## config.mk

```make
export PLATFORM = sky130hd
export DESIGN_NAME = fifo_joiner_parametrized
export DESIGN_NICKNAME = d
export VERILOG_FILES = /design/src/rtl/fifo_joiner_parametrized.sv
export SDC_FILE = /design/constraint.sdc
export NUM_CORES = 1
export LEC_CHECK = 0
export ABC_AREA = 1
export CAP_MARGIN = 20
export CELL_PAD_IN_SITES_DETAIL_PLACEMENT = 1
export CELL_PAD_IN_SITES_GLOBAL_PLACEMENT = 1
export CORE_MARGIN = 3
export CORE_UTILIZATION = 27
export DETAILED_ROUTE_END_ITERATION = 10
export PLACE_DENSITY = 0.84
export SLEW_MARGIN = 20
export SYNTH_ARGS = -nofsm -noshare
export SYNTH_HDL_FRONTEND = slang
export SYNTH_SLANG_ARGS = --single-unit
```

## constraint.sdc

```tcl
create_clock -name clk -period 1.11 [get_ports clk]
set_input_delay 0.222 -clock clk [delete_from_list [all_inputs] [get_ports clk]]
set_output_delay 0.222 -clock clk [all_outputs]
set_load 0.05 [all_outputs]
```

## src/rtl/fifo_joiner_parametrized.sv

```systemverilog
// Joins CHANNELS valid/ready streams into one registered word, one item per channel.
// Define JOINER_STATS_EN to add the join_count / stall_cycles counters.
module fifo_joiner_parametrized #(
    parameter int DATA_WIDTH = 2,
    parameter int CHANNELS   = 2
) (
    input  logic                           clk,
    input  logic                           rst,
    input  logic [CHANNELS*DATA_WIDTH-1:0] data_in,
    input  logic [CHANNELS-1:0]            data_in_valid,
    output logic [CHANNELS-1:0]            data_in_ready,
    output logic [CHANNELS*DATA_WIDTH-1:0] data_out,
    output logic                           data_out_valid,
    input  logic                           data_out_ready
`ifdef JOINER_STATS_EN
    ,
    output logic [31:0]                    join_count,
    output logic [31:0]                    stall_cycles
`endif
);

    localparam int DW = CHANNELS * DATA_WIDTH;

    logic [DW-1:0]       slot_data_q, slot_data_d;
    logic [CHANNELS-1:0] slot_full_q, slot_full_d;
    logic [DW-1:0]       out_data_q, out_data_d;
    logic                out_valid_q, out_valid_d;
    logic                transfer;
    logic [CHANNELS-1:0] load;

    always_comb begin
        transfer      = (&slot_full_q) && (!out_valid_q || data_out_ready);
        data_in_ready = ~slot_full_q | {CHANNELS{transfer}};
        load          = data_in_valid & data_in_ready;

        // A load on the transfer edge keeps the slot full with the new item.
        slot_full_d = transfer ? '0 : slot_full_q;
        slot_full_d = slot_full_d | load;

        slot_data_d = slot_data_q;
        for (int i = 0; i < CHANNELS; i++) begin
            if (load[i]) begin
                slot_data_d[i*DATA_WIDTH +: DATA_WIDTH] =
                    data_in[i*DATA_WIDTH +: DATA_WIDTH];
            end
        end

        out_data_d  = out_data_q;
        out_valid_d = out_valid_q;
        if (transfer) begin
            out_data_d  = slot_data_q;
            out_valid_d = 1'b1;
        end else if (out_valid_q && data_out_ready) begin
            out_valid_d = 1'b0;
        end
    end

    always_ff @(posedge clk) begin
        if (rst) begin
            slot_data_q <= '0;
            slot_full_q <= '0;
            out_data_q  <= '0;
            out_valid_q <= 1'b0;
        end else begin
            slot_data_q <= slot_data_d;
            slot_full_q <= slot_full_d;
            out_data_q  <= out_data_d;
            out_valid_q <= out_valid_d;
        end
    end

    assign data_out       = out_data_q;
    assign data_out_valid = out_valid_q;

`ifdef JOINER_STATS_EN
    logic [31:0] join_count_q, join_count_d;
    logic [31:0] stall_cycles_q, stall_cycles_d;

    always_comb begin
        join_count_d   = join_count_q;
        stall_cycles_d = stall_cycles_q;
        if (out_valid_q && data_out_ready) begin
            join_count_d = join_count_q + 32'd1;
        end
        if (out_valid_q && !data_out_ready) begin
            stall_cycles_d = stall_cycles_q + 32'd1;
        end
    end

    always_ff @(posedge clk) begin
        if (rst) begin
            join_count_q   <= '0;
            stall_cycles_q <= '0;
        end else begin
            join_count_q   <= join_count_d;
            stall_cycles_q <= stall_cycles_d;
        end
    end

    assign join_count   = join_count_q;
    assign stall_cycles = stall_cycles_q;
`endif

endmodule

```

==> metrics <==
total global-route track usage=between 10% and 20%; clock-pin slew on the worst setup and hold paths=~0.070 ns; flops & latches, synth=11; Setup WS pre-CTS=-0.296 ns; CTS tree=done; full die area=between 2000 and 2500 um^2; slew of the pin with the lowest slew margin=approximately 0.3 ns; placed instance count=91; Clk network pwr share=a little over a quarter; H-tree levels=1; Synth Area in Compound Gates=about an eighth; adder-cell share of the synthesized area=0%; nets=93; Setup Crit Path Kind=flop to output pin; Final Skew=around 0.0013 ns; global-route wire length before repair=~1800 um; pwr/cell area=1240 nW/um^2; Vias=approximately 450; final WL=roughly 1200 um; simple logic cell fraction of the synthesized area=around a quarter; Mapped Cells=57; row count=13; I/O Buffers=15; per-cell routed wire length=between 10 and 15 um; Seq. cell area=approximately 230 um^2; setup TNS=-0.212 ns; final setup margin=-0.107 ns; violated checks=negative setup slack; Hold Path Class=input pin to flop; Tcrit/Tclk final=110%; ratio of cells with drive above 1 in the final layout=37.3%; CP max FO=3; root buf cell=clkbuf_4; Max Clk Rate=approximately 820 MHz; Mean Syn Cell Area=between 7 and 8 um^2; top cells by area, synth=dfxtp_1, nor2_1, a21oi_1, inv_1, nand2_1; vias in the first global route=approximately 450; CORE AREA=between 1000 and 1500 um^2; Comb pwr share=between 20% and 30%; GPL Wtd Cong=between 0.6 and 0.7; maximum clock path buffer count=2; syn_nets=between 60 and 70; io pins=16; Final Non-Filler Cells=98; Seq pwr share=between 40 and 50%; number of fillers in the final layout=around 160; Max-Cap Viols=0; RSZ-0062 raised after global routing=yes; final hold viol count=0; detailed placement HPWL=between 700 and 800 um; die height=roughly 45 um; post-synthesis xor/xnor area fraction=0%; mapped cell area=between 400 and 500 um^2; Yosys cell types=9; initial antenna violation count=0; DRC Markers=0; final setup vio count=2; Worst setup EP type=output pin; main combinational cell family by area after synthesis=simple AND/OR/NAND/NOR gates; Power Internal=roughly 0.7 mW; sequential-to-total area share from yosys stat=between 50% and 60%; hold_buf cts=0; Routed Antenna Nets=0; Tmin final=approximately 1.2 ns; antenna fix cells=0; WP data arrival=slightly below 1 ns; status=finished, violations left; total clock sinks=11; leading area contributor after synthesis=dfxtp_1; first drt pass iteration count=2; Num CTS Buffers=3; NetSw=roughly 0.28 mW; Initial Util=slightly above 30%; Max VDD drop=about 0.63 mV; Startpoint Class=flop; WHS=a little under 0.4 ns; static leakage=about 0.37 nW; Sw Share=slightly below 30%; total grt overflow=0; Slew HR=79.9%; synthesis-to-finish area growth=87.8%; Iteration-0 DRC Markers=3; CP Data Required Time=0.89 ns; Multi-input gate area=between 200 and 250 um^2; largest net degree at the start of global routing=9; clk_lat worst skew=between 0.2 and 0.3 ns; mux share of post-synthesis cell area=0%; Yosys top cell area share=between 50 and 60%; number of max-slew violations in the final report=0; Die Span X=~45 um; Final Util=between 50% and 60%; Via density=4.58; synth warn=0
Yosys cell counts, drive strengths merged:
| library cell | number |
|---|---|
| a21oi | 7 |
| nand2 | 9 |
| nand3 | 4 |
| o21ai | 4 |
| inv | 10 |
| dfxtp | 11 |
| nor2 | 12 |
registers in the layout, indices dropped and copies added, names as in the netlist:
register        flops
data_out            4
data_out_valid      1
slot_data_q         4
slot_full_q         2
layout by cell type (no fill, tap or decap), types with 2 or more instances in the layout:
master	instances
clkdlybuf4s50_1	7
dfxtp_2	2
inv_1	9
clkbuf_4	3
buf_12	7
nor2_1	12
dfxtp_1	8
buf_4	7
a21oi_1	6
nand3_1	3
nand2_1	4
o21ai_2	3
nand2_4	4
kinds of logic (layout without fill, tap and decap cells):
kind of cell,count (synthesis),in the layout
and+or+nand+nor,25,25
DFF,11,11
AOI/OAI and AO/OA,11,11
buffers and inverters,10,36
power by group through the flow:
stage | logic [mW] | registers, mW | clock network [mW]
5_1_grt | 0.284 | 0.450 | 0.287
2_1_floorplan | 0.0850 | 0.476 | 0
4_1_cts | 0.257 | 0.444 | 0.277
3_3_place_gp | 0.239 | 0.447 | 0
3_5_place_dp | 0.243 | 0.449 | 0
6_report | 0.265 | 0.446 | 0.267
metal layers:
metal	global-route usage [%]	vias up	wire length, um
met1	15.2	206	501
met3	3.56	0	62
met4	5.26	0	0
met2	19.8	12	591
li1	-	231	-
met5	0	-	0
final timing paths:
check / startpoint / to / slack, ns / depth (start not counted)
max: data_out_valid / data_in_ready[1] / -0.11 / 4
min reg2reg: slot_full_q[0] / data_out_valid / 0.49 / 2
max reg2reg: slot_full_q[1] / data_out[1] / 0.05 / 7
min: data_out_ready / data_out_valid / 0.39 / 4
timing repair:
item                       4_1_cts  5_1_grt
pin swaps                        5        4
setup endpoints to repair        4        9
setup buffers                    3        1
resized for setup                8        6
per-stage QoR:
step | power [mW] | instance area [um^2]
floorplan | 0.561 | 438
global placement | 0.686 | 707
detailed placement | 0.692 | 707
CTS | 0.978 | 762
global route | 1.02 | 787
finish | 0.978 | 787
cell type report:
class	count	area share, %
Timing Repair Buffer	22	34.5
Sequential cell	11	28.8
Multi-Input combinational cell	36	26.2
Inverter	10	4.77
Clock buffer	4	3.34
Tap cell	15	2.38
critical path, stage by stage (launching register included):
cell and delay, ns:
dfxtp_4 0.37, nand2_4 0.06, nand2_4 0.09, nand2_4 0.06
buf_12 0.14
No activity file was read; power rests on OpenSTA's default activity.
